## src/rtl/uart_tx_ctrl.sv

```systemverilog
// uart_tx_ctrl
//   UART transmit controller running in the TX baud clock domain. Each CLK
//   edge advances the serial line by one frame bit. The controller captures
//   a word, sends it LSB first with an optional even/odd parity bit and one
//   or two stop bits. It can take the next word during the final stop bit,
//   so back-to-back frames have no idle gap.
//
// Parameters
//   DATA_WIDTH  data bits per frame (5..16)
//
// Ports
//   CLK         TX baud clock, rising edge
//   RST         asynchronous reset, active low
//   P_DATA      parallel word, sampled only on acceptance
//   Data_Valid  word available (level sensitive)
//   PAR_EN      parity bit enable, sampled on acceptance
//   PAR_TYP     0 = even parity, 1 = odd parity, sampled on acceptance
//   STOP2       1 = two stop bits, sampled on acceptance
//   TX_OUT      registered serial line (idle high)
//   busy        registered, high for every cycle of a frame
//   Data_Ack    registered one-cycle pulse in the start-bit cycle
module uart_tx_ctrl #(
  parameter int DATA_WIDTH = 8
) (
  input  logic                  CLK,
  input  logic                  RST,
  input  logic [DATA_WIDTH-1:0] P_DATA,
  input  logic                  Data_Valid,
  input  logic                  PAR_EN,
  input  logic                  PAR_TYP,
  input  logic                  STOP2,
  output logic                  TX_OUT,
  output logic                  busy,
  output logic                  Data_Ack
);

  localparam int CNT_W = (DATA_WIDTH > 1) ? $clog2(DATA_WIDTH) : 1;
  localparam logic [CNT_W-1:0] LAST_BIT = CNT_W'(DATA_WIDTH - 1);

  typedef enum logic [2:0] {
    IDLE   = 3'd0,
    START  = 3'd1,
    DATA   = 3'd2,
    PARITY = 3'd3,
    STOP   = 3'd4
  } state_t;

  state_t                  state, state_nxt;
  logic [CNT_W-1:0]        bit_cnt, bit_cnt_nxt;
  logic                    stop_cnt, stop_cnt_nxt;
  logic                    par_en_q, par_en_nxt;
  logic                    stop2_q, stop2_nxt;
  logic [DATA_WIDTH-1:0]   shreg, shreg_nxt;
  logic                    par_bit, par_bit_nxt;
  logic                    tx_nxt, busy_nxt, ack_nxt;
  logic                    accept;

  function automatic logic parity_of(input logic [DATA_WIDTH-1:0] data,
                                     input logic odd);
    return (^data) ^ odd;
  endfunction

  // Next-state and next-output decode. Outputs are computed for the state
  // being entered so that the registered outputs line up with that state.
  always_comb begin
    state_nxt    = state;
    bit_cnt_nxt  = bit_cnt;
    stop_cnt_nxt = stop_cnt;
    par_en_nxt   = par_en_q;
    stop2_nxt    = stop2_q;
    shreg_nxt    = shreg;
    par_bit_nxt  = par_bit;
    tx_nxt       = 1'b1;
    busy_nxt     = 1'b0;
    ack_nxt      = 1'b0;
    accept       = 1'b0;

    case (state)
      IDLE: begin
        accept = Data_Valid;
      end
      START: begin
        state_nxt   = DATA;
        bit_cnt_nxt = '0;
        tx_nxt      = shreg[0];
        shreg_nxt   = shreg >> 1;
        busy_nxt    = 1'b1;
      end
      DATA: begin
        busy_nxt = 1'b1;
        if (bit_cnt == LAST_BIT) begin
          stop_cnt_nxt = 1'b0;
          if (par_en_q) begin
            state_nxt = PARITY;
            tx_nxt    = par_bit;
          end else begin
            state_nxt = STOP;
          end
        end else begin
          // bit_cnt tracks the bit currently on the line; shreg[0] is the next one
          bit_cnt_nxt = bit_cnt + CNT_W'(1);
          tx_nxt      = shreg[0];
          shreg_nxt   = shreg >> 1;
        end
      end
      PARITY: begin
        state_nxt    = STOP;
        stop_cnt_nxt = 1'b0;
        busy_nxt     = 1'b1;
      end
      STOP: begin
        if (stop_cnt != stop2_q) begin
          stop_cnt_nxt = 1'b1;
          busy_nxt     = 1'b1;
        end else if (Data_Valid) begin
          accept = 1'b1;
        end else begin
          state_nxt = IDLE;
        end
      end
      default: begin
        state_nxt = IDLE;
      end
    endcase

    if (accept) begin
      state_nxt    = START;
      bit_cnt_nxt  = '0;
      stop_cnt_nxt = 1'b0;
      par_en_nxt   = PAR_EN;
      stop2_nxt    = STOP2;
      shreg_nxt    = P_DATA;
      par_bit_nxt  = parity_of(P_DATA, PAR_TYP);
      tx_nxt       = 1'b0;
      busy_nxt     = 1'b1;
      ack_nxt      = 1'b1;
    end
  end

  // Control and output registers
  always_ff @(posedge CLK or negedge RST) begin
    if (!RST) begin
      state    <= IDLE;
      bit_cnt  <= '0;
      stop_cnt <= 1'b0;
      par_en_q <= 1'b0;
      stop2_q  <= 1'b0;
      TX_OUT   <= 1'b1;
      busy     <= 1'b0;
      Data_Ack <= 1'b0;
    end else begin
      state    <= state_nxt;
      bit_cnt  <= bit_cnt_nxt;
      stop_cnt <= stop_cnt_nxt;
      par_en_q <= par_en_nxt;
      stop2_q  <= stop2_nxt;
      TX_OUT   <= tx_nxt;
      busy     <= busy_nxt;
      Data_Ack <= ack_nxt;
    end
  end

  // Frame data registers
  always_ff @(posedge CLK) begin
    shreg   <= shreg_nxt;
    par_bit <= par_bit_nxt;
  end

endmodule

```

## config.mk

```make
export PLATFORM = sky130hd
export DESIGN_NAME = uart_tx_ctrl
export DESIGN_NICKNAME = d
export VERILOG_FILES = /design/src/rtl/uart_tx_ctrl.sv
export SDC_FILE = /design/constraint.sdc
export NUM_CORES = 1
export LEC_CHECK = 0
export ABC_CLOCK_PERIOD_IN_PS = 1600
export CAP_MARGIN = 20
export CELL_PAD_IN_SITES_DETAIL_PLACEMENT = 0
export CELL_PAD_IN_SITES_GLOBAL_PLACEMENT = 1
export CORE_MARGIN = 1
export CORE_UTILIZATION = 38
export CTS_CLUSTER_SIZE = 30
export DETAILED_ROUTE_END_ITERATION = 7
export PLACE_DENSITY_LB_ADDON = 0.1
export REMOVE_ABC_BUFFERS = 1
export SETUP_SLACK_MARGIN = 0.15
export SLEW_MARGIN = 20
export SYNTH_ARGS = -nofsm -noshare
export SYNTH_HDL_FRONTEND = slang
export SYNTH_SLANG_ARGS = --single-unit
```

## constraint.sdc

```tcl
create_clock -name CLK -period 1.6 [get_ports CLK]
set_input_delay 0.4 -clock CLK [delete_from_list [all_inputs] [get_ports CLK]]
set_output_delay 0.4 -clock CLK [all_outputs]
set_load 0.02 [all_outputs]
```

==> impl_metrics.env <==
export IMPL_yosysTopAreaCellShare=0.255
export IMPL_wl_mm=2.35
export IMPL_cts_max_level=1
export IMPL_fin_nets=140
export IMPL_outcome="finished clean"
export IMPL_core_area_mm2=0.00257
export IMPL_synthSimpleGateAreaFrac=0.0789
export IMPL_drv_slew=0
export IMPL_cap_violations=0
export IMPL_p_total_mw=2.85
export IMPL_power_density_mw_per_mm2=1770
export IMPL_ys_seq_elements=21
export IMPL_start_util=0.420
export IMPL_grt_first_pass_wirelength_mm=3.99
export IMPL_cts_made_buffers=3
export IMPL_path_cells="xor2_2 -> buf_4 -> a21bo_4 -> mux2_4"
export IMPL_place_congestion=0.724
export IMPL_critical_path_class="flip-flop to flip-flop"
export IMPL_ys_seq_area_frac=0.530
export IMPL_rsz0062_at_grt="true"
export IMPL_routedWlPerCell_um=15.3
export IMPL_yosys_most_used_dff="dfrtp_1"
export IMPL_avgSynthCellArea_um2=12.7
export IMPL_critical_path_max_stage_delay_ns=0.43
export IMPL_slew_headroom=0.805
export IMPL_dieArea_mm2=0.00306
export IMPL_dr_pass1_iters=4
export IMPL_end_kind="flip-flop"
export IMPL_cellLeakagePower_nw=0.711
export IMPL_cts_tree="built"
export IMPL_root_buffer="clkbuf_4"
export IMPL_drive_above_1_share=0.488
export IMPL_rr_startpoint="stop_cnt"
export IMPL_syn_inst=85
export IMPL_synth_compound_area_frac=0.124
export IMPL_cts_hold_buf=0
export IMPL_drt_iter0_markers=10
export IMPL_clkLatencyLatePin_ns=0.30
export IMPL_synth_warnings=0
export IMPL_hpwlAfterDp_mm=1.52
export IMPL_vias_per_cell=5.05
export IMPL_grt_max_degree=13
export IMPL_async_flop_share=0.571
export IMPL_antennaDiodeCount=0
export IMPL_synth_most_common_cell="dfrtp_1"
export IMPL_critical_path_buf_inv_count=1
export IMPL_synth_xor_area_frac=0.0731
export IMPL_crit_path_top_delay_cell="dfrtp_1"
export IMPL_grt_pass1_vias=811
export IMPL_grt_ovfl_total=0
export IMPL_worst_pin_slew_ns=0.291
export IMPL_fill_cells=214
export IMPL_crit_path_start="stop_cnt"
export IMPL_io_pin_count=17
export IMPL_synthAdderAreaFrac=0.0232
export IMPL_antenna_found_initial=0
export IMPL_finalHoldViolCount=0
export IMPL_die_h_um=55.3
export IMPL_ant_nets=0
export IMPL_path_clk_slew_ns=0.11
export IMPL_numPortBuffers=16
export IMPL_clock_sinks=21
export IMPL_grt_usage=0.169
export IMPL_synthTopCellsByCount="dfrtp_1 (11), edfxtp_1 (9), a21oi_1 (6), mux2_4 (6), xnor2_1 (6)"
export IMPL_crit_required_ns=1.67
export IMPL_critPathTopFamily="flip-flops"
export IMPL_row_count=18
export IMPL_synth_edf_count=9
export IMPL_ff2ff_path_depth=4
export IMPL_critPathMaxFanout=4
export IMPL_synth_mux_area_frac=0.125
export IMPL_synthTopCellsByArea="dfrtp_1 (26%), edfxtp_1 (25%), mux2_4 (8.4%), xnor2_1 (4.9%), mux2_2 (4.2%)"
export IMPL_cp_depth=4
export IMPL_syn_to_final_growth_pct=49.2
export IMPL_synth_top_family_by_area="multiplexers"
export IMPL_syn_area_mm2=0.00108
export IMPL_max_freq_mhz=636
export IMPL_synth_cell_types=33
export IMPL_ir_drop_mv=0.984
export IMPL_finalSetupViolCount=0
export IMPL_period_minus_slack_ns=1.57
export IMPL_synth_top_cell_by_area="dfrtp_1"
export IMPL_post_route_period_util=0.982
export IMPL_cts_max_path_buffers=2
export IMPL_arrival_ns=1.64
export IMPL_hp_class="input pin to async pin"
export IMPL_vias=772
export IMPL_final_area_mm2=0.00161
export IMPL_placed_area_mm2=0.00137
export IMPL_drc=0
export IMPL_startpoint_type="flip-flop"
export IMPL_finClkSkew_ns=0.000488
export IMPL_fp_dieW_um=55.3
logic make-up after synthesis:
| logic type | count (synthesis) |
|---|---|
| mux | 10 |
| buf+inv | 9 |
| flops | 21 |
| fa+ha+maj | 2 |
| simple gates | 15 |
| compound gates | 19 |
| xor+xnor | 9 |
power breakdown:
part / switching, mW / total, mW / internal [mW] / leakage, nW
Clock: 0.155 / 0.252 / 0.0972 / 0.0150
Sequential: 0.144 / 1.03 / 0.883 / 0.237
Combinational: 0.680 / 1.57 / 0.892 / 0.459
Total: 0.979 / 2.85 / 1.87 / 0.711
through the flow:
step / hold WS, ns / TNS [ns] / setup WS [ns] / utilization / instances
final: 0.378 / 0 / 0.0281 / 0.627 / 153
after global routing: 0.412 / -0.333 / -0.0339 / 0.627 / 153
after CTS: 0.380 / 0 / 0.0431 / 0.591 / 150
after detailed placement: 0.499 / -8.53 / -0.401 / 0.534 / 142
after global placement: 0.495 / -7.87 / -0.367 / 0.534 / 142
after floorplan: 0.104 / 0 / 0.00494 / - / 81
worst reg2reg max path: stages (launching register included):
cell and delay [ns]:
dfrtp_1 0.43, xor2_2 0.21, buf_4 0.15, a21bo_4 0.24
mux2_4 0.30
cell type report:
class	instances	area (um^2)	area share
Clock buffer	4	26.3	0.0163
Sequential cell	21	574	0.357
Multi-Input combinational cell	56	593	0.369
Tap cell	30	37.5	0.0233
Timing Repair Buffer	37	357	0.222
Inverter	5	21.3	0.0132
flip-flops by register name (all words and copies together) (netlist names):
name      flops
state         3
busy          1
Data_Ack      1
par_bit       1
stop2_q       1
par_en_q      1
bit_cnt       3
TX_OUT        1
shreg         8
stop_cnt      1
cell usage in the layout (no fill, tap or decap), types with 2 or more instances in the layout:
| cell type | count |
|---|---|
| clkbuf_4 | 3 |
| a21bo_4 | 2 |
| dlygate4sd2_1 | 4 |
| edfxtp_1 | 9 |
| o21ai_2 | 2 |
| inv_1 | 3 |
| xnor2_1 | 5 |
| o211ai_1 | 2 |
| a21oi_1 | 3 |
| buf_6 | 9 |
| dfrtp_2 | 2 |
| buf_4 | 11 |
| nand2_1 | 4 |
| xor2_1 | 2 |
| a21oi_2 | 2 |
| a22o_1 | 2 |
| clkdlybuf4s50_1 | 10 |
| mux2_4 | 10 |
| dfrtp_1 | 9 |
| nand2b_1 | 2 |
path summary, 6_finish.rpt:
check | end | slack, ns
worst max-delay path | shreg[0] | 0.03
worst min-delay path | par_en_q | 0.38
worst max register to register | shreg[0] | 0.03
worst min register to register | bit_cnt[1] | 0.54
max in group asynchronous | TX_OUT | 1.00
min in group CLK | shreg[1] | 0.51
metal layers:
metal / GRT usage / vias up / routed length (um)
met5: 0 / - / 0
met4: 0.0321 / 0 / 59
met3: 0.0609 / 6 / 114
met2: 0.256 / 17 / 1030
met1: 0.233 / 371 / 1140
li1: - / 378 / -
what timing repair did:
action,4_1_cts,5_1_grt
pin swaps,9,5
resized for setup,28,19
setup buffers,3,3
setup endpoints to repair,28,29
gates cloned,1,0
No activity file was read; power rests on OpenSTA's default activity.
